File: src/rtl/sdram_arb_pkg.sv
// Shared types for the two-client SDRAM request arbiter.
package sdram_arb_pkg;

    typedef enum logic [1:0] {ST_IDLE, ST_ISSUE, ST_WAIT} arb_state_t;
    typedef enum logic {OP_RD, OP_WR} arb_op_t;

endpackage

File: src/rtl/sdram_ctrl_if.sv
// Request/response bundle between bus clients, the arbiter and the SDRAM controller.
interface sdram_ctrl_if #(
    parameter int unsigned ADDR_WIDTH = 32,
    parameter int unsigned DATA_WIDTH = 32
);
    localparam int unsigned WORD_LEN = DATA_WIDTH / 8;

    logic [WORD_LEN-1:0]   wr;
    logic                  rd;
    logic [ADDR_WIDTH-1:0] addr;
    logic [DATA_WIDTH-1:0] write_data;
    logic                  rdy;
    logic                  rvalid;
    logic                  wvalid;
    logic                  error;
    logic [DATA_WIDTH-1:0] read_data;

    modport sub (
        input  wr, rd, addr, write_data,
        output rdy, rvalid, wvalid, error, read_data
    );

    modport man (
        output wr, rd, addr, write_data,
        input  rdy, rvalid, wvalid, error, read_data
    );
endinterface

File: src/rtl/sdram_arbiter.sv
// Two-client round-robin arbiter in front of the SDRAM controller: one transaction
// in flight, completions routed to the issuing client, watchdog turns a hang into an error.
module sdram_arbiter
    import sdram_arb_pkg::*;
#(
    parameter int unsigned ADDR_WIDTH = 32,
    parameter int unsigned DATA_WIDTH = 32,
    parameter int unsigned TIMEOUT    = 1024
) (
    input logic       clk,
    input logic       rst_n,
    sdram_ctrl_if.sub c0,
    sdram_ctrl_if.sub c1,
    sdram_ctrl_if.man mem
);
    localparam int unsigned WORD_LEN = DATA_WIDTH / 8;
    localparam int unsigned CNT_W    = $clog2(TIMEOUT);
    localparam logic [CNT_W-1:0] CNT_LAST = CNT_W'(TIMEOUT - 1);

    arb_state_t            state;
    arb_op_t               op;
    logic                  owner;
    logic                  last_grant;
    logic [CNT_W-1:0]      wait_cnt;
    logic [WORD_LEN-1:0]   issue_wr;
    logic                  issue_rd;
    logic [ADDR_WIDTH-1:0] issue_addr;
    logic [DATA_WIDTH-1:0] issue_data;

    logic                  req0;
    logic                  req1;
    logic                  pick;
    logic                  pick_wr;
    logic [WORD_LEN-1:0]   pick_mask;
    logic [ADDR_WIDTH-1:0] pick_addr;
    logic [DATA_WIDTH-1:0] pick_data;
    logic                  done;
    logic                  timeout;
    logic                  rsp_rdy;
    logic                  rsp_rv;
    logic                  rsp_wv;
    logic                  rsp_err;
    logic [DATA_WIDTH-1:0] rsp_data;

    assign req0      = c0.rd | (|c0.wr);
    assign req1      = c1.rd | (|c1.wr);
    // On a tie the client that did not win last time goes first.
    assign pick      = (req0 && req1) ? ~last_grant : req1;
    assign pick_mask = pick ? c1.wr : c0.wr;
    assign pick_addr = pick ? c1.addr : c0.addr;
    assign pick_data = pick ? c1.write_data : c0.write_data;
    assign pick_wr   = |pick_mask;

    assign done    = (state == ST_WAIT) && ((op == OP_WR) ? mem.wvalid : mem.rvalid);
    assign timeout = (state == ST_WAIT) && !done && (wait_cnt == CNT_LAST);
    assign rsp_rdy = (state == ST_ISSUE) && mem.rdy;
    assign rsp_rv  = (op == OP_RD) && (done || timeout);
    assign rsp_wv  = (op == OP_WR) && (done || timeout);
    assign rsp_err = done ? mem.error : timeout;
    assign rsp_data = (timeout || !rst_n) ? '0 : mem.read_data;

    assign c0.rdy       = rsp_rdy && !owner;
    assign c0.rvalid    = rsp_rv && !owner;
    assign c0.wvalid    = rsp_wv && !owner;
    assign c0.error     = rsp_err && !owner;
    assign c0.read_data = rsp_data;
    assign c1.rdy       = rsp_rdy && owner;
    assign c1.rvalid    = rsp_rv && owner;
    assign c1.wvalid    = rsp_wv && owner;
    assign c1.error     = rsp_err && owner;
    assign c1.read_data = rsp_data;

    assign mem.wr         = issue_wr;
    assign mem.rd         = issue_rd;
    assign mem.addr       = issue_addr;
    assign mem.write_data = issue_data;

    always_ff @(posedge clk or negedge rst_n) begin
        if (!rst_n) begin
            state      <= ST_IDLE;
            op         <= OP_RD;
            owner      <= 1'b0;
            last_grant <= 1'b1;
            wait_cnt   <= '0;
            issue_wr   <= '0;
            issue_rd   <= 1'b0;
            issue_addr <= '0;
            issue_data <= '0;
        end else begin
            case (state)
                ST_IDLE: begin
                    if (req0 || req1) begin
                        owner      <= pick;
                        last_grant <= pick;
                        op         <= pick_wr ? OP_WR : OP_RD;
                        issue_wr   <= pick_mask;
                        issue_rd   <= !pick_wr;
                        issue_addr <= pick_addr;
                        issue_data <= pick_data;
                        wait_cnt   <= '0;
                        state      <= ST_ISSUE;
                    end
                end
                ST_ISSUE: begin
                    if (mem.rdy) begin
                        issue_wr   <= '0;
                        issue_rd   <= 1'b0;
                        issue_data <= '0;
                        wait_cnt   <= '0;
                        state      <= ST_WAIT;
                    end
                end
                ST_WAIT: begin
                    if (done || timeout) begin
                        state <= ST_IDLE;
                    end else begin
                        wait_cnt <= wait_cnt + CNT_W'(1);
                    end
                end
                default: state <= ST_IDLE;
            endcase
        end
    end

endmodule

File: src/flat_wrapper.sv
// flat-port wrapper written by rule: the top's interface ports become plain ports
module sdram_arbiter_flat import sdram_arb_pkg::*;
#(
    parameter int unsigned ADDR_WIDTH = 32,
    parameter int unsigned DATA_WIDTH = 32,
    parameter int unsigned TIMEOUT    = 1024
)
  (clk, rst_n, c0_wr, c0_rd, c0_addr, c0_write_data, c0_rdy, c0_rvalid, c0_wvalid, c0_error, c0_read_data, c1_wr, c1_rd, c1_addr, c1_write_data, c1_rdy, c1_rvalid, c1_wvalid, c1_error, c1_read_data, mem_wr, mem_rd, mem_addr, mem_write_data, mem_rdy, mem_rvalid, mem_wvalid, mem_error, mem_read_data);
  sdram_ctrl_if #(.ADDR_WIDTH(ADDR_WIDTH), .DATA_WIDTH(DATA_WIDTH)) c0_i ();
  sdram_ctrl_if #(.ADDR_WIDTH(ADDR_WIDTH), .DATA_WIDTH(DATA_WIDTH)) c1_i ();
  sdram_ctrl_if #(.ADDR_WIDTH(ADDR_WIDTH), .DATA_WIDTH(DATA_WIDTH)) mem_i ();
  input logic clk;
  input logic rst_n;
  input wire logic [$bits(c0_i.wr)-1:0] c0_wr;
  input wire logic [$bits(c0_i.rd)-1:0] c0_rd;
  input wire logic [$bits(c0_i.addr)-1:0] c0_addr;
  input wire logic [$bits(c0_i.write_data)-1:0] c0_write_data;
  output wire logic [$bits(c0_i.rdy)-1:0] c0_rdy;
  output wire logic [$bits(c0_i.rvalid)-1:0] c0_rvalid;
  output wire logic [$bits(c0_i.wvalid)-1:0] c0_wvalid;
  output wire logic [$bits(c0_i.error)-1:0] c0_error;
  output wire logic [$bits(c0_i.read_data)-1:0] c0_read_data;
  input wire logic [$bits(c1_i.wr)-1:0] c1_wr;
  input wire logic [$bits(c1_i.rd)-1:0] c1_rd;
  input wire logic [$bits(c1_i.addr)-1:0] c1_addr;
  input wire logic [$bits(c1_i.write_data)-1:0] c1_write_data;
  output wire logic [$bits(c1_i.rdy)-1:0] c1_rdy;
  output wire logic [$bits(c1_i.rvalid)-1:0] c1_rvalid;
  output wire logic [$bits(c1_i.wvalid)-1:0] c1_wvalid;
  output wire logic [$bits(c1_i.error)-1:0] c1_error;
  output wire logic [$bits(c1_i.read_data)-1:0] c1_read_data;
  output wire logic [$bits(mem_i.wr)-1:0] mem_wr;
  output wire logic [$bits(mem_i.rd)-1:0] mem_rd;
  output wire logic [$bits(mem_i.addr)-1:0] mem_addr;
  output wire logic [$bits(mem_i.write_data)-1:0] mem_write_data;
  input wire logic [$bits(mem_i.rdy)-1:0] mem_rdy;
  input wire logic [$bits(mem_i.rvalid)-1:0] mem_rvalid;
  input wire logic [$bits(mem_i.wvalid)-1:0] mem_wvalid;
  input wire logic [$bits(mem_i.error)-1:0] mem_error;
  input wire logic [$bits(mem_i.read_data)-1:0] mem_read_data;
  assign c0_i.wr = c0_wr;
  assign c0_i.rd = c0_rd;
  assign c0_i.addr = c0_addr;
  assign c0_i.write_data = c0_write_data;
  assign c0_rdy = c0_i.rdy;
  assign c0_rvalid = c0_i.rvalid;
  assign c0_wvalid = c0_i.wvalid;
  assign c0_error = c0_i.error;
  assign c0_read_data = c0_i.read_data;
  assign c1_i.wr = c1_wr;
  assign c1_i.rd = c1_rd;
  assign c1_i.addr = c1_addr;
  assign c1_i.write_data = c1_write_data;
  assign c1_rdy = c1_i.rdy;
  assign c1_rvalid = c1_i.rvalid;
  assign c1_wvalid = c1_i.wvalid;
  assign c1_error = c1_i.error;
  assign c1_read_data = c1_i.read_data;
  assign mem_wr = mem_i.wr;
  assign mem_rd = mem_i.rd;
  assign mem_addr = mem_i.addr;
  assign mem_write_data = mem_i.write_data;
  assign mem_i.rdy = mem_rdy;
  assign mem_i.rvalid = mem_rvalid;
  assign mem_i.wvalid = mem_wvalid;
  assign mem_i.error = mem_error;
  assign mem_i.read_data = mem_read_data;
  sdram_arbiter #(.ADDR_WIDTH(ADDR_WIDTH), .DATA_WIDTH(DATA_WIDTH), .TIMEOUT(TIMEOUT)) u_core (.clk(clk), .rst_n(rst_n), .c0(c0_i), .c1(c1_i), .mem(mem_i));
endmodule
File: config.mk
export PLATFORM = sky130hd
export DESIGN_NAME = sdram_arbiter_flat
export DESIGN_NICKNAME = d
export VERILOG_FILES = /design/src/rtl/sdram_arb_pkg.sv /design/src/rtl/sdram_ctrl_if.sv /design/src/rtl/sdram_arbiter.sv /design/src/flat_wrapper.sv
export SDC_FILE = /design/constraint.sdc
export NUM_CORES = 1
export LEC_CHECK = 0
export ABC_AREA = 1
export BUFFER_PORTS_ARGS = -buffer_cell sky130_fd_sc_hd__buf_4
export CAP_MARGIN = 20
export CORE_AREA = 3 3 122 124
export CTS_BUF_LIST = sky130_fd_sc_hd__clkbuf_2 sky130_fd_sc_hd__clkbuf_4 sky130_fd_sc_hd__clkbuf_8
export CTS_CLUSTER_DIAMETER = 30
export CTS_CLUSTER_SIZE = 10
export DETAILED_ROUTE_END_ITERATION = 7
export DIE_AREA = 0 0 125 127
export GPL_TIMING_DRIVEN = 0
export HOLD_SLACK_MARGIN = 0.02
export PLACE_DENSITY = 0.66
export SYNTH_ARGS = -nofsm -noshare
export SYNTH_HDL_FRONTEND = slang
export SYNTH_SLANG_ARGS = --single-unit
File: constraint.sdc
create_clock -name clk -period 2.9 [get_ports clk]
set_clock_uncertainty 0.15 [all_clocks]
set_input_delay 0.29 -clock clk [delete_from_list [all_inputs] [get_ports clk]]
set_output_delay 0.29 -clock clk [all_outputs]
set_load 0.05 [all_outputs]
==> run_summary.xml, run 1 <==
<?xml version="1.0" encoding="UTF-8"?>
<metrics>
  <group name="critical_path">
    <metric name="worst_path_largest_cell_delay" unit="ns">0.42</metric>
    <metric name="critical_path_depth" unit="">12</metric>
    <metric name="rr_startpoint" unit="">u_core.state[1]</metric>
    <metric name="start_kind" unit="">flop</metric>
    <metric name="r2r_slack" unit="ns">0.93</metric>
    <metric name="cp-end-kind" unit="">output pin</metric>
    <metric name="path_cells" unit="">ha_1, nand2_2, inv_2, nand2_2, nor2_4, nand3b_4, o31ai_4, buf_4, buf_6, nor2_2, buf_4, buf_4</metric>
    <metric name="largest_delay_share_family_worst_path" unit="">buffers and inverters</metric>
    <metric name="arrival" unit="ns">2.34</metric>
    <metric name="startpoint" unit="">u_core.wait_cnt[0]</metric>
    <metric name="crit_path_end" unit="">c1_read_data[5]</metric>
    <metric name="critPathMaxFanout" unit="">10</metric>
    <metric name="worstReg2RegEnd" unit="">u_core.mem.addr[23]</metric>
    <metric name="cp_num_buf_inv" unit="">5</metric>
    <metric name="critical_path_required" unit="ns">2.46</metric>
    <metric name="timing.setup.critical_path_class" unit="">flop to output pin</metric>
    <metric name="critPathSlowestCell" unit="">sky130_fd_sc_hd__dfrtp_2</metric>
    <metric name="r2r_cells" unit="">7</metric>
    <metric name="cp_common_cell" unit="">sky130_fd_sc_hd__buf_4</metric>
  </group>
  <group name="clocking">
    <metric name="cts_root_buf" unit="">sky130_fd_sc_hd__clkbuf_8</metric>
    <metric name="worstSkewPairLatency" unit="ns">0.35</metric>
    <metric name="cts_made_buffers" unit="">9</metric>
    <metric name="cts_tree" unit="">built</metric>
    <metric name="cts-root-to-sink-buffers" unit="">2</metric>
    <metric name="cts.clk_slew.worst_paths" unit="ns">0.08</metric>
    <metric name="ctsHtreeMaxLevel" unit="">3</metric>
    <metric name="clkSinkCount" unit="">84</metric>
  </group>
  <group name="finish">
    <metric name="mostFrequentLayoutCell" unit="">sky130_fd_sc_hd__buf_4</metric>
    <metric name="final_cell_mix" unit="">sky130_fd_sc_hd__buf_4 (352), sky130_fd_sc_hd__nand2_1 (124), sky130_fd_sc_hd__nor2_1 (112)</metric>
    <metric name="antenna_cells_inserted" unit="">0</metric>
    <metric name="final_layout_size_suffix_gt1_share" unit="%">42.4</metric>
    <metric name="fillers" unit="">1387</metric>
    <metric name="finalNetCount" unit="">1159</metric>
    <metric name="syn_to_final_growth" unit="%">66.6</metric>
    <metric name="core_util_final" unit="%">55.8</metric>
    <metric name="multi_input_comb_area" unit="µm²">1920</metric>
    <metric name="final-seq-area" unit="µm²">2100</metric>
  </group>
  <group name="power_and_ir_drop">
    <metric name="power_per_cell_area" unit="nW/µm²">1050</metric>
    <metric name="worst_ir_drop_vdd" unit="V">0.000621</metric>
    <metric name="p_leak" unit="nW">4.17</metric>
    <metric name="design_power_total" unit="mW">8.16</metric>
  </group>
  <group name="yosys">
    <metric name="yosysWarningCount" unit="">0</metric>
    <metric name="syn_inst" unit="">627</metric>
    <metric name="post-synth-top-area-fraction" unit="%">44.7</metric>
    <metric name="synth_sequential_area_ratio" unit="%">45.3</metric>
    <metric name="post_synthesis_net_count" unit="">804</metric>
    <metric name="synth_area_leader_cell" unit="">sky130_fd_sc_hd__dfrtp_1</metric>
    <metric name="synth.top_cells.by_area" unit="">sky130_fd_sc_hd__dfrtp_1 (45%), sky130_fd_sc_hd__nand2_1 (10%), sky130_fd_sc_hd__nor2_1 (9.1%)</metric>
    <metric name="yosys.cell_types.count" unit="">29</metric>
    <metric name="netlist_area" unit="µm²">4640</metric>
    <metric name="synth-seq-cells" unit="">84</metric>
    <metric name="postSynthAreaPerCell" unit="µm²">7.41</metric>
  </group>
  <group name="placed_design">
    <metric name="routabilityCongestion" unit="">0.799</metric>
    <metric name="post-dp-hpwl" unit="µm">14100</metric>
    <metric name="io_buffers" unit="">316</metric>
  </group>
  <group name="outcome">
    <metric name="status" unit="">finished clean</metric>
  </group>
  <group name="route">
    <metric name="post_drt_via_cell_ratio" unit="">4.54</metric>
    <metric name="tritonroute_pass_1_iters" unit="">4</metric>
    <metric name="drc_errors" unit="">0</metric>
    <metric name="detail_route.wl_per_cell" unit="µm">15.1</metric>
    <metric name="wl" unit="µm">17700</metric>
    <metric name="dr_total_vias" unit="">5295</metric>
    <metric name="drtAntennaViolNets" unit="">0</metric>
    <metric name="first_iteration_detailed_routing_drc_count" unit="">195</metric>
  </group>
  <group name="timing">
    <metric name="slew_violations" unit="">0</metric>
    <metric name="final.min_clock_period" unit="ns">2.78</metric>
    <metric name="post-route-period-util" unit="%">95.7</metric>
    <metric name="clock.fmax" unit="MHz">360</metric>
    <metric name="final_setup_violating_endpoints" unit="">0</metric>
    <metric name="timing_hold_violations_final" unit="">0</metric>
    <metric name="timing_worst_slew_pin_value" unit="ns">0.495</metric>
    <metric name="timing.max_slew.rel_slack" unit="%">67.0</metric>
  </group>
  <group name="floorplanning">
    <metric name="die_y" unit="µm">127</metric>
    <metric name="row_cnt" unit="">43</metric>
    <metric name="floorplan.die_area" unit="µm²">15900</metric>
    <metric name="placeableCoreArea" unit="µm²">13900</metric>
    <metric name="top_level_ports" unit="">317</metric>
    <metric name="start_util" unit="%">33.5</metric>
    <metric name="die_x" unit="µm">125</metric>
  </group>
  <group name="hold_path">
    <metric name="timing.hold.worst.class" unit="">primary input to flop</metric>
    <metric name="hold_depth" unit="">3</metric>
  </group>
  <group name="global_route">
    <metric name="antenna_violations_before_repair" unit="">0</metric>
    <metric name="grt_max_degree" unit="">53</metric>
    <metric name="globalRouteTotalUtil" unit="%">21.7</metric>
    <metric name="grt_pass1_vias" unit="">5339</metric>
    <metric name="grt_first_pass_wirelength" unit="µm">27600</metric>
    <metric name="grt_remaining_overflow" unit="">0</metric>
  </group>
  <group name="run">
    <metric name="timing.max_cap.violations" unit="">0</metric>
  </group>
</metrics>
==> sequential cells by signal, summed over array words and instances, names as in the netlist <==
register and flops:
u_core.mem.addr 32, u_core.mem.write_data 32, u_core.wait_cnt 10, u_core.mem.wr 4, u_core.state 2, u_core.last_grant 1, u_core.mem.rd 1, u_core.op 1
u_core.owner 1
==> per-stage QoR <==
stage	instances	setup TNS, ns	area (µm²)	hold WS [ns]	worst slack (ns)
global placement	1123	0	7240	0.318	0.207
detailed placement	1124	0	7270	0.136	0.414
floorplan	627	0	4640	-0.156	0.277
CTS	1164	0	7720	0.0204	0.00184
finish	1167	0	7740	0.0384	0.125
global route	1167	-0.00837	7740	0.0243	-0.00837
==> cells in the mapped netlist <==
library cell	count
sky130_fd_sc_hd__a21oi_1	68
sky130_fd_sc_hd__buf_2	19
sky130_fd_sc_hd__buf_4	33
sky130_fd_sc_hd__buf_6	3
sky130_fd_sc_hd__clkbuf_1	8
sky130_fd_sc_hd__clkinv_1	1
sky130_fd_sc_hd__dfrtp_1	83
sky130_fd_sc_hd__dfstp_2	1
sky130_fd_sc_hd__ha_1	1
sky130_fd_sc_hd__inv_1	54
sky130_fd_sc_hd__inv_2	3
sky130_fd_sc_hd__nand2_1	124
sky130_fd_sc_hd__nand2_2	5
sky130_fd_sc_hd__nand3_1	10
sky130_fd_sc_hd__nand3_2	1
sky130_fd_sc_hd__nand3b_1	3
sky130_fd_sc_hd__nand3b_4	1
sky130_fd_sc_hd__nand4_1	2
sky130_fd_sc_hd__nor2_1	112
sky130_fd_sc_hd__nor2_2	10
sky130_fd_sc_hd__nor2_4	1
sky130_fd_sc_hd__nor3_1	3
sky130_fd_sc_hd__o21a_1	1
sky130_fd_sc_hd__o21ai_0	62
sky130_fd_sc_hd__o21ai_1	10
sky130_fd_sc_hd__o22ai_1	1
sky130_fd_sc_hd__o31ai_4	1
sky130_fd_sc_hd__or2_2	2
sky130_fd_sc_hd__xor2_1	4
==> worst min path at each step <==
stage	slack, ns	end	start
floorplan	-0.16	u_core.mem.addr[0]	rst_n
global placement	0.32	u_core.mem.write_data[31]	u_core.mem.write_data[31]
detailed placement	0.14	u_core.mem.addr[23]	rst_n
CTS	0.02	u_core.mem.addr[9]	c1_addr[9]
global route	0.02	u_core.mem.addr[26]	c1_addr[26]
finish	0.04	u_core.mem.addr[12]	c1_addr[12]
==> kinds of logic (layout without fill, tap and decap cells) <==
logic type	count (synthesis)	after routing	synth area share, %
AND/OR/NAND/NOR	274	274	24.4
flip-flops	84	84	45.3
XOR/XNOR	4	4	0.754
buffers and inverters	121	481	13.4
adder cells (fa/ha/maj)	1	1	0.269
AO/OA/AOI/OAI	143	143	15.8
==> area by class of cell <==
class / count / share of cell area (%)
repair buffers: 344 / 34.5
multi-input cells: 422 / 24.8
clock inverters: 2 / 0.453
flip-flops and latches: 84 / 27.2
well taps: 180 / 2.91
plain buffers: 63 / 5.25
inverters: 58 / 2.81
clock buffers: 14 / 2.09
==> tightest hold or removal path: stages <==
cell and delay (ns):
sky130_fd_sc_hd__buf_4 0.11, sky130_fd_sc_hd__nand2_1 0.05, sky130_fd_sc_hd__a21oi_1 0.06
==> report_power, final <==
| group | internal [mW] | leakage [nW] | switching [mW] |
|---|---|---|---|
| clock network | 0.447 | 0.106 | 0.420 |
| registers | 1.71 | 1.01 | 0.300 |
| logic | 1.55 | 3.05 | 3.73 |
==> layer usage <==
layer,up-vias,global-route usage (%),routed length [µm]
li1,2658,-,-
met1,2408,23.8,6610
met2,212,40.3,9270
met3,17,6.48,1510
met4,0,6.63,277
met5,-,0,0
==> timing repair <==
action | in CTS | in global routing
endpoints found under the hold margin | 55 | 0
buffers inserted | 0 | 3
gates resized for setup | 0 | 1
endpoints found under the setup margin | 0 | 30
hold buffers | 24 | 0
Power figures use the tool's default switching activity.
==> run 2: changes to the inputs <==
--- a/config.mk
+++ b/config.mk
@@ -8,15 +8,17 @@
 export ABC_AREA = 1
 export BUFFER_PORTS_ARGS = -buffer_cell sky130_fd_sc_hd__buf_4
 export CAP_MARGIN = 20
-export CORE_AREA = 3 3 122 124
+export CELL_PAD_IN_SITES_DETAIL_PLACEMENT = 1
+export CELL_PAD_IN_SITES_GLOBAL_PLACEMENT = 2
+export CORE_AREA = 3 3 147 149
 export CTS_BUF_LIST = sky130_fd_sc_hd__clkbuf_2 sky130_fd_sc_hd__clkbuf_4 sky130_fd_sc_hd__clkbuf_8
 export CTS_CLUSTER_DIAMETER = 30
 export CTS_CLUSTER_SIZE = 10
 export DETAILED_ROUTE_END_ITERATION = 7
-export DIE_AREA = 0 0 125 127
+export DIE_AREA = 0 0 150 152
 export GPL_TIMING_DRIVEN = 0
 export HOLD_SLACK_MARGIN = 0.02
-export PLACE_DENSITY = 0.66
+export PLACE_DENSITY_LB_ADDON = 0.1
 export SYNTH_ARGS = -nofsm -noshare
 export SYNTH_HDL_FRONTEND = slang
 export SYNTH_SLANG_ARGS = --single-unit
==> run 2 against run 1 <==
Register-to-register slack got worse by 0.49 ns. Sequential cell count stayed put. Global-route usage decreased by 4.1 points. Critical endpoint is now c1_read_data[18].
==> run_summary.xml, run 2 (synthesis results as in run 1) <==
<?xml version="1.0" encoding="UTF-8"?>
<metrics>
  <group name="outcome">
    <metric name="status" unit="">finished clean</metric>
  </group>
  <group name="finish">
    <metric name="stdcell_area" unit="µm²">8520</metric>
    <metric name="finalNetCount" unit="">1206</metric>
    <metric name="syn_to_final_growth" unit="%">83.4</metric>
    <metric name="final-seq-area" unit="µm²">2100</metric>
    <metric name="multi_input_comb_area" unit="µm²">1920</metric>
    <metric name="final_cells" unit="">1305</metric>
    <metric name="mostFrequentLayoutCell" unit="">sky130_fd_sc_hd__buf_4</metric>
    <metric name="final_cell_mix" unit="">sky130_fd_sc_hd__buf_4 (328), sky130_fd_sc_hd__nand2_1 (124), sky130_fd_sc_hd__nor2_1 (112)</metric>
    <metric name="fillers" unit="">2523</metric>
    <metric name="final_layout_size_suffix_gt1_share" unit="%">41.2</metric>
  </group>
  <group name="placed_design">
    <metric name="numPlacedInstances" unit="">1214</metric>
    <metric name="routabilityCongestion" unit="">0.749</metric>
    <metric name="post_dp_area" unit="µm²">7380</metric>
    <metric name="post-dp-hpwl" unit="µm">15400</metric>
    <metric name="io_buffers" unit="">316</metric>
  </group>
  <group name="floorplanning">
    <metric name="die_x" unit="µm">150</metric>
    <metric name="top_level_ports" unit="">317</metric>
    <metric name="placeableCoreArea" unit="µm²">20300</metric>
    <metric name="floorplan.die_area" unit="µm²">22800</metric>
    <metric name="row_cnt" unit="">52</metric>
    <metric name="die_y" unit="µm">152</metric>
    <metric name="start_util" unit="%">22.9</metric>
  </group>
  <group name="timing">
    <metric name="timing.max_slew.rel_slack" unit="%">65.2</metric>
    <metric name="post-route-period-util" unit="%">95.1</metric>
    <metric name="slew_violations" unit="">0</metric>
    <metric name="final.min_clock_period" unit="ns">2.76</metric>
    <metric name="final.setup.tns" unit="ns">0</metric>
    <metric name="hold_slack" unit="ns">0.0453</metric>
    <metric name="final_setup_violating_endpoints" unit="">0</metric>
    <metric name="clock.fmax" unit="MHz">363</metric>
    <metric name="timing_worst_slew_pin_value" unit="ns">0.522</metric>
    <metric name="timing_hold_violations_final" unit="">0</metric>
  </group>
  <group name="critical_path">
    <metric name="worst_path_largest_cell_delay" unit="ns">0.40</metric>
    <metric name="timing.setup.critical_path_class" unit="">flop to output pin</metric>
    <metric name="critPathSlowestCell" unit="">sky130_fd_sc_hd__dfrtp_1</metric>
    <metric name="arrival" unit="ns">2.32</metric>
    <metric name="critical_path_required" unit="ns">2.46</metric>
    <metric name="startpoint" unit="">u_core.wait_cnt[1]</metric>
    <metric name="start_kind" unit="">flop</metric>
    <metric name="critPathMaxFanout" unit="">7</metric>
    <metric name="largest_delay_share_family_worst_path" unit="">buffers and inverters</metric>
    <metric name="path_cells" unit="">ha_2, nand2_2, inv_2, nand2_2, nor2_4, nand3b_4, o31ai_4, buf_6, clkbuf_16, nor2_1, buf_4, buf_6</metric>
    <metric name="cp_num_buf_inv" unit="">5</metric>
    <metric name="cp-end-kind" unit="">output pin</metric>
    <metric name="rr_startpoint" unit="">u_core.state[1]</metric>
  </group>
  <group name="route">
    <metric name="first_iteration_detailed_routing_drc_count" unit="">159</metric>
    <metric name="tritonroute_pass_1_iters" unit="">4</metric>
    <metric name="dr_total_vias" unit="">5577</metric>
    <metric name="wl" unit="µm">20700</metric>
    <metric name="post_drt_via_cell_ratio" unit="">4.27</metric>
    <metric name="detail_route.wl_per_cell" unit="µm">15.9</metric>
    <metric name="drtAntennaViolNets" unit="">0</metric>
    <metric name="drc_errors" unit="">0</metric>
  </group>
  <group name="run">
    <metric name="timing.max_cap.violations" unit="">0</metric>
  </group>
  <group name="global_route">
    <metric name="antenna_violations_before_repair" unit="">1</metric>
    <metric name="globalRouteTotalUtil" unit="%">17.6</metric>
    <metric name="grt_remaining_overflow" unit="">0</metric>
    <metric name="grt_first_pass_wirelength" unit="µm">31700</metric>
    <metric name="grt_pass1_vias" unit="">5980</metric>
    <metric name="grt_max_degree" unit="">44</metric>
  </group>
  <group name="power_and_ir_drop">
    <metric name="p_clk_share" unit="%">11.3</metric>
    <metric name="design_power_total" unit="mW">8.65</metric>
    <metric name="p_leak" unit="nW">4.42</metric>
    <metric name="total_switching_power" unit="mW">4.60</metric>
    <metric name="power_per_cell_area" unit="nW/µm²">1020</metric>
    <metric name="power.combinational.fraction" unit="%">65.4</metric>
    <metric name="sequential_share_of_power" unit="%">23.3</metric>
    <metric name="sw_frac_of_total" unit="%">53.2</metric>
    <metric name="p_int" unit="mW">4.05</metric>
    <metric name="worst_ir_drop_vdd" unit="V">0.000494</metric>
  </group>
  <group name="clocking">
    <metric name="cts_made_buffers" unit="">9</metric>
    <metric name="cts.clk_slew.worst_paths" unit="ns">0.09</metric>
    <metric name="cts_tree" unit="">built</metric>
    <metric name="cts_root_buf" unit="">sky130_fd_sc_hd__clkbuf_8</metric>
    <metric name="ctsHtreeMaxLevel" unit="">3</metric>
    <metric name="cts-root-to-sink-buffers" unit="">2</metric>
    <metric name="worstSkewPairLatency" unit="ns">0.37</metric>
    <metric name="clkSinkCount" unit="">84</metric>
  </group>
  <group name="hold_path">
    <metric name="worst_hold_startpoint" unit="">c0_addr[8]</metric>
    <metric name="timing.hold.worst.class" unit="">primary input to flop</metric>
  </group>
</metrics>
## run 2: cell types whose count changed in the layout (fill, tap and decap cells not counted), sizes merged
cell	delta
diode	+1
clkinvlp	+2
clkinv	-1
buf	+4
clkbuf	+1
bufinv	+1
dlygate4sd3	+40
## run 2: power groups by stage
stage	logic, mW	registers [mW]	clock network (mW)
after floorplan	1.87	3.64	0
after global placement	5.34	2.03	0
after detailed placement	5.36	2.04	0
after CTS	5.69	2.02	1.03
after global routing	6.14	2.10	1.06
final	5.66	2.02	0.978
## run 2: area by class of cell
class,instances,area share (%)
diodes,1,0.0294
plain buffers,63,4.97
clock buffers,12,1.72
clock inverters,4,0.881
inverters,58,2.56
multi-input cells,422,22.5
flip-flops and latches,84,24.7
well taps,270,3.97
repair buffers,391,38.6
## run 2: path summary, 6_finish.rpt
kind,slack [ns],end,depth (start not counted)
hold / removal,0.05,u_core.mem.addr[8],3
setup / recovery,0.14,c1_read_data[18],12
min in group asynchronous,0.36,u_core.wait_cnt[7],3
hold reg to reg,0.34,u_core.last_grant,2
setup reg to reg,0.44,u_core.mem.addr[16],8
max in group asynchronous,1.96,u_core.last_grant,3
## run 2: per-stage QoR
stage	worst slack (ns)	utilization, %
after CTS	0.0176	40.8
final	0.141	42.0
after global placement	0.188	36.2
after floorplan	0.277	-
after global routing	-0.00145	42.0
after detailed placement	0.316	36.4
## run 2: metal layers
metal | GRT usage [%] | part of all wire, % | routed length [µm]
met1 | 20.2 | 40 | 8220
met2 | 30.7 | 50 | 10400
met3 | 5.57 | 7.8 | 1610
met4 | 5.84 | 2.0 | 421
met5 | 0 | 0 | 0
## run 2: worst reg2reg max path, stage by stage, from the launching register on
cell	delay [ns]
sky130_fd_sc_hd__dfrtp_1	0.43
sky130_fd_sc_hd__nor2_1	0.15
sky130_fd_sc_hd__nand2_1	0.15
sky130_fd_sc_hd__inv_1	0.20
sky130_fd_sc_hd__buf_2	0.27
sky130_fd_sc_hd__buf_2	0.28
sky130_fd_sc_hd__nor2_1	0.08
sky130_fd_sc_hd__a21oi_1	0.13
sky130_fd_sc_hd__dlygate4sd3_1	0.57
## run 2: what timing repair did
| action | 4_1_cts | 5_1_grt |
|---|---|---|
| gates cloned | 0 | 3 |
| setup endpoints to repair | 34 | 32 |
| hold endpoints to repair | 88 | 0 |
| setup buffers | 3 | 4 |
| hold buffers | 64 | 0 |
| pin swaps | 1 | 3 |
| gates resized for setup | 1 | 33 |
==> run 3: changes to the inputs <==
--- a/config.mk
+++ b/config.mk
@@ -19,6 +19,7 @@
 export GPL_TIMING_DRIVEN = 0
 export HOLD_SLACK_MARGIN = 0.02
 export PLACE_DENSITY_LB_ADDON = 0.1
+export REMOVE_ABC_BUFFERS = 1
 export SYNTH_ARGS = -nofsm -noshare
 export SYNTH_HDL_FRONTEND = slang
 export SYNTH_SLANG_ARGS = --single-unit
==> run 3 against run 2 <==
Clock-buffer cell count fell by 2. Final cell count shrank 6.6%. Sequential share of layout area grew 2.4 points. Maximum frequency increased by 1.6%.
==> run_summary.xml, run 3 (synthesis results as in run 1) <==
<?xml version="1.0" encoding="UTF-8"?>
<metrics>
  <group name="hold_path">
    <metric name="timing.hold.worst.class" unit="">primary input to flop</metric>
  </group>
  <group name="route">
    <metric name="detail_route.wl_per_cell" unit="µm">17.0</metric>
    <metric name="tritonroute_pass_1_iters" unit="">4</metric>
    <metric name="dr_total_vias" unit="">5367</metric>
    <metric name="first_iteration_detailed_routing_drc_count" unit="">181</metric>
    <metric name="drtAntennaViolNets" unit="">0</metric>
    <metric name="drc_errors" unit="">0</metric>
    <metric name="post_drt_via_cell_ratio" unit="">4.40</metric>
    <metric name="wl" unit="µm">20700</metric>
  </group>
  <group name="critical_path">
    <metric name="critical_path_required" unit="ns">2.46</metric>
    <metric name="start_kind" unit="">primary input</metric>
    <metric name="cp-end-kind" unit="">output pin</metric>
    <metric name="timing.setup.critical_path_class" unit="">primary input to output pin</metric>
    <metric name="worstReg2RegEnd" unit="">u_core.mem.write_data[6]</metric>
    <metric name="worst_path_largest_cell_delay" unit="ns">0.53</metric>
    <metric name="arrival" unit="ns">2.28</metric>
    <metric name="r2r_cells" unit="">6</metric>
    <metric name="critPathSlowestCell" unit="">sky130_fd_sc_hd__dlygate4sd3_1</metric>
    <metric name="path_cells" unit="">dlygate4sd3_1, buf_4, o31ai_4, buf_12, buf_4, nor2_1, buf_4</metric>
    <metric name="cp_common_cell" unit="">sky130_fd_sc_hd__buf_4</metric>
    <metric name="critPathMaxFanout" unit="">40</metric>
    <metric name="rr_startpoint" unit="">u_core.state[1]</metric>
    <metric name="r2r_slack" unit="ns">0.31</metric>
    <metric name="crit_path_end" unit="">c1_read_data[31]</metric>
    <metric name="startpoint" unit="">rst_n</metric>
  </group>
  <group name="clocking">
    <metric name="cts-root-to-sink-buffers" unit="">2</metric>
    <metric name="clkSinkCount" unit="">84</metric>
    <metric name="worstSkewPairLatency" unit="ns">0.37</metric>
    <metric name="cts_made_buffers" unit="">9</metric>
    <metric name="cts_tree" unit="">built</metric>
    <metric name="ctsHtreeMaxLevel" unit="">3</metric>
    <metric name="cts_root_buf" unit="">sky130_fd_sc_hd__clkbuf_8</metric>
    <metric name="cts.clk_slew.worst_paths" unit="ns">0.09</metric>
  </group>
  <group name="floorplanning">
    <metric name="start_util" unit="%">22.9</metric>
    <metric name="placeableCoreArea" unit="µm²">20300</metric>
    <metric name="top_level_ports" unit="">317</metric>
    <metric name="die_y" unit="µm">152</metric>
    <metric name="die_x" unit="µm">150</metric>
    <metric name="floorplan.die_area" unit="µm²">22800</metric>
    <metric name="row_cnt" unit="">52</metric>
  </group>
  <group name="finish">
    <metric name="antenna_cells_inserted" unit="">0</metric>
    <metric name="mostFrequentLayoutCell" unit="">sky130_fd_sc_hd__buf_4</metric>
    <metric name="syn_to_final_growth" unit="%">67.3</metric>
    <metric name="final_cell_mix" unit="">sky130_fd_sc_hd__buf_4 (318), sky130_fd_sc_hd__nand2_1 (123), sky130_fd_sc_hd__nor2_1 (112)</metric>
    <metric name="final_layout_size_suffix_gt1_share" unit="%">39.0</metric>
    <metric name="finalNetCount" unit="">1121</metric>
  </group>
  <group name="timing">
    <metric name="timing.max_slew.rel_slack" unit="%">41.4</metric>
    <metric name="final.min_clock_period" unit="ns">2.72</metric>
    <metric name="final_setup_violating_endpoints" unit="">0</metric>
    <metric name="slew_violations" unit="">0</metric>
    <metric name="timing_worst_slew_pin_value" unit="ns">0.876</metric>
    <metric name="clock.fmax" unit="MHz">368</metric>
    <metric name="post-route-period-util" unit="%">93.6</metric>
    <metric name="final.setup.tns" unit="ns">0</metric>
    <metric name="hold_slack" unit="ns">0.0424</metric>
    <metric name="layout_setup_ws" unit="ns">0.185</metric>
    <metric name="timing_hold_violations_final" unit="">0</metric>
  </group>
  <group name="global_route">
    <metric name="antenna_violations_before_repair" unit="">0</metric>
    <metric name="grt_first_pass_wirelength" unit="µm">31600</metric>
    <metric name="grt_max_degree" unit="">71</metric>
    <metric name="globalRouteTotalUtil" unit="%">17.5</metric>
    <metric name="grt_remaining_overflow" unit="">0</metric>
    <metric name="grt_pass1_vias" unit="">5757</metric>
  </group>
  <group name="power_and_ir_drop">
    <metric name="worst_ir_drop_vdd" unit="V">0.000580</metric>
    <metric name="design_power_total" unit="mW">8.24</metric>
    <metric name="power_per_cell_area" unit="nW/µm²">1060</metric>
    <metric name="p_leak" unit="nW">4.04</metric>
  </group>
  <group name="outcome">
    <metric name="status" unit="">finished clean</metric>
  </group>
  <group name="placed_design">
    <metric name="dpl_worst_slack" unit="ns">-0.105</metric>
    <metric name="routabilityCongestion" unit="">0.738</metric>
    <metric name="io_buffers" unit="">316</metric>
    <metric name="post-dp-hpwl" unit="µm">15400</metric>
  </group>
  <group name="run">
    <metric name="timing.max_cap.violations" unit="">0</metric>
  </group>
</metrics>
-- run 3: worst min path at each step --
stage                         startpoint                   endpoint  slack (ns)  depth (start not counted)
5_1_grt                c1_write_data[10]  u_core.mem.write_data[10]        0.03                          3
3_3_place_gp   u_core.mem.write_data[30]  u_core.mem.write_data[30]        0.32                          2
4_1_cts                      c0_addr[21]        u_core.mem.addr[21]        0.02                          3
6_report               c1_write_data[10]  u_core.mem.write_data[10]        0.04                          3
2_1_floorplan                      rst_n         u_core.mem.addr[0]       -0.16                          0
3_5_place_dp                       rst_n         u_core.mem.addr[0]        0.18                          1
-- run 3: per-stage QoR --
stage	cells	utilization, %	cell area (µm²)
after detailed placement	1155	34.8	7070
after floorplan	564	-	4240
final	1219	38.3	7770
after global placement	1150	34.2	6950
after CTS	1217	38.0	7710
after global routing	1219	38.3	7770
-- run 3: worst max-delay path, delay by kind of cell --
family                 cells  cell delay [ns]
AND/OR/NAND/NOR            1             0.22
AO/OA/AOI/OAI              1             0.17
buffers and inverters      5             1.57
-- run 3: layer usage --
layer	wire [µm]	track usage, %	vias up
met2	11000	32.2	208
met5	0	0	-
met1	7730	19.6	2566
met3	1730	4.83	17
met4	283	4.79	0
li1	-	-	2576
-- run 3: cell type report --
type,count,area [µm²]
Clock buffer,10,131
Inverter,58,220
Timing Repair Buffer,369,2990
Fill cell,2502,12500
Multi-Input combinational cell,422,1930
Sequential cell,84,2100
Clock inverter,6,55.1
Tap cell,270,338
-- run 3: where the power goes --
group | switching, mW | internal [mW]
combinational | 3.81 | 1.54
sequential | 0.301 | 1.71
clock | 0.478 | 0.402
-- run 3: repair_timing --
action                                 CTS  global route
endpoints found under the hold margin   78             0
buffers inserted                         2             1
cloned                                   0             1
pin swaps                                1             1
resized for setup                        1             4
setup endpoints to repair               49            68
hold buffers                            44             0
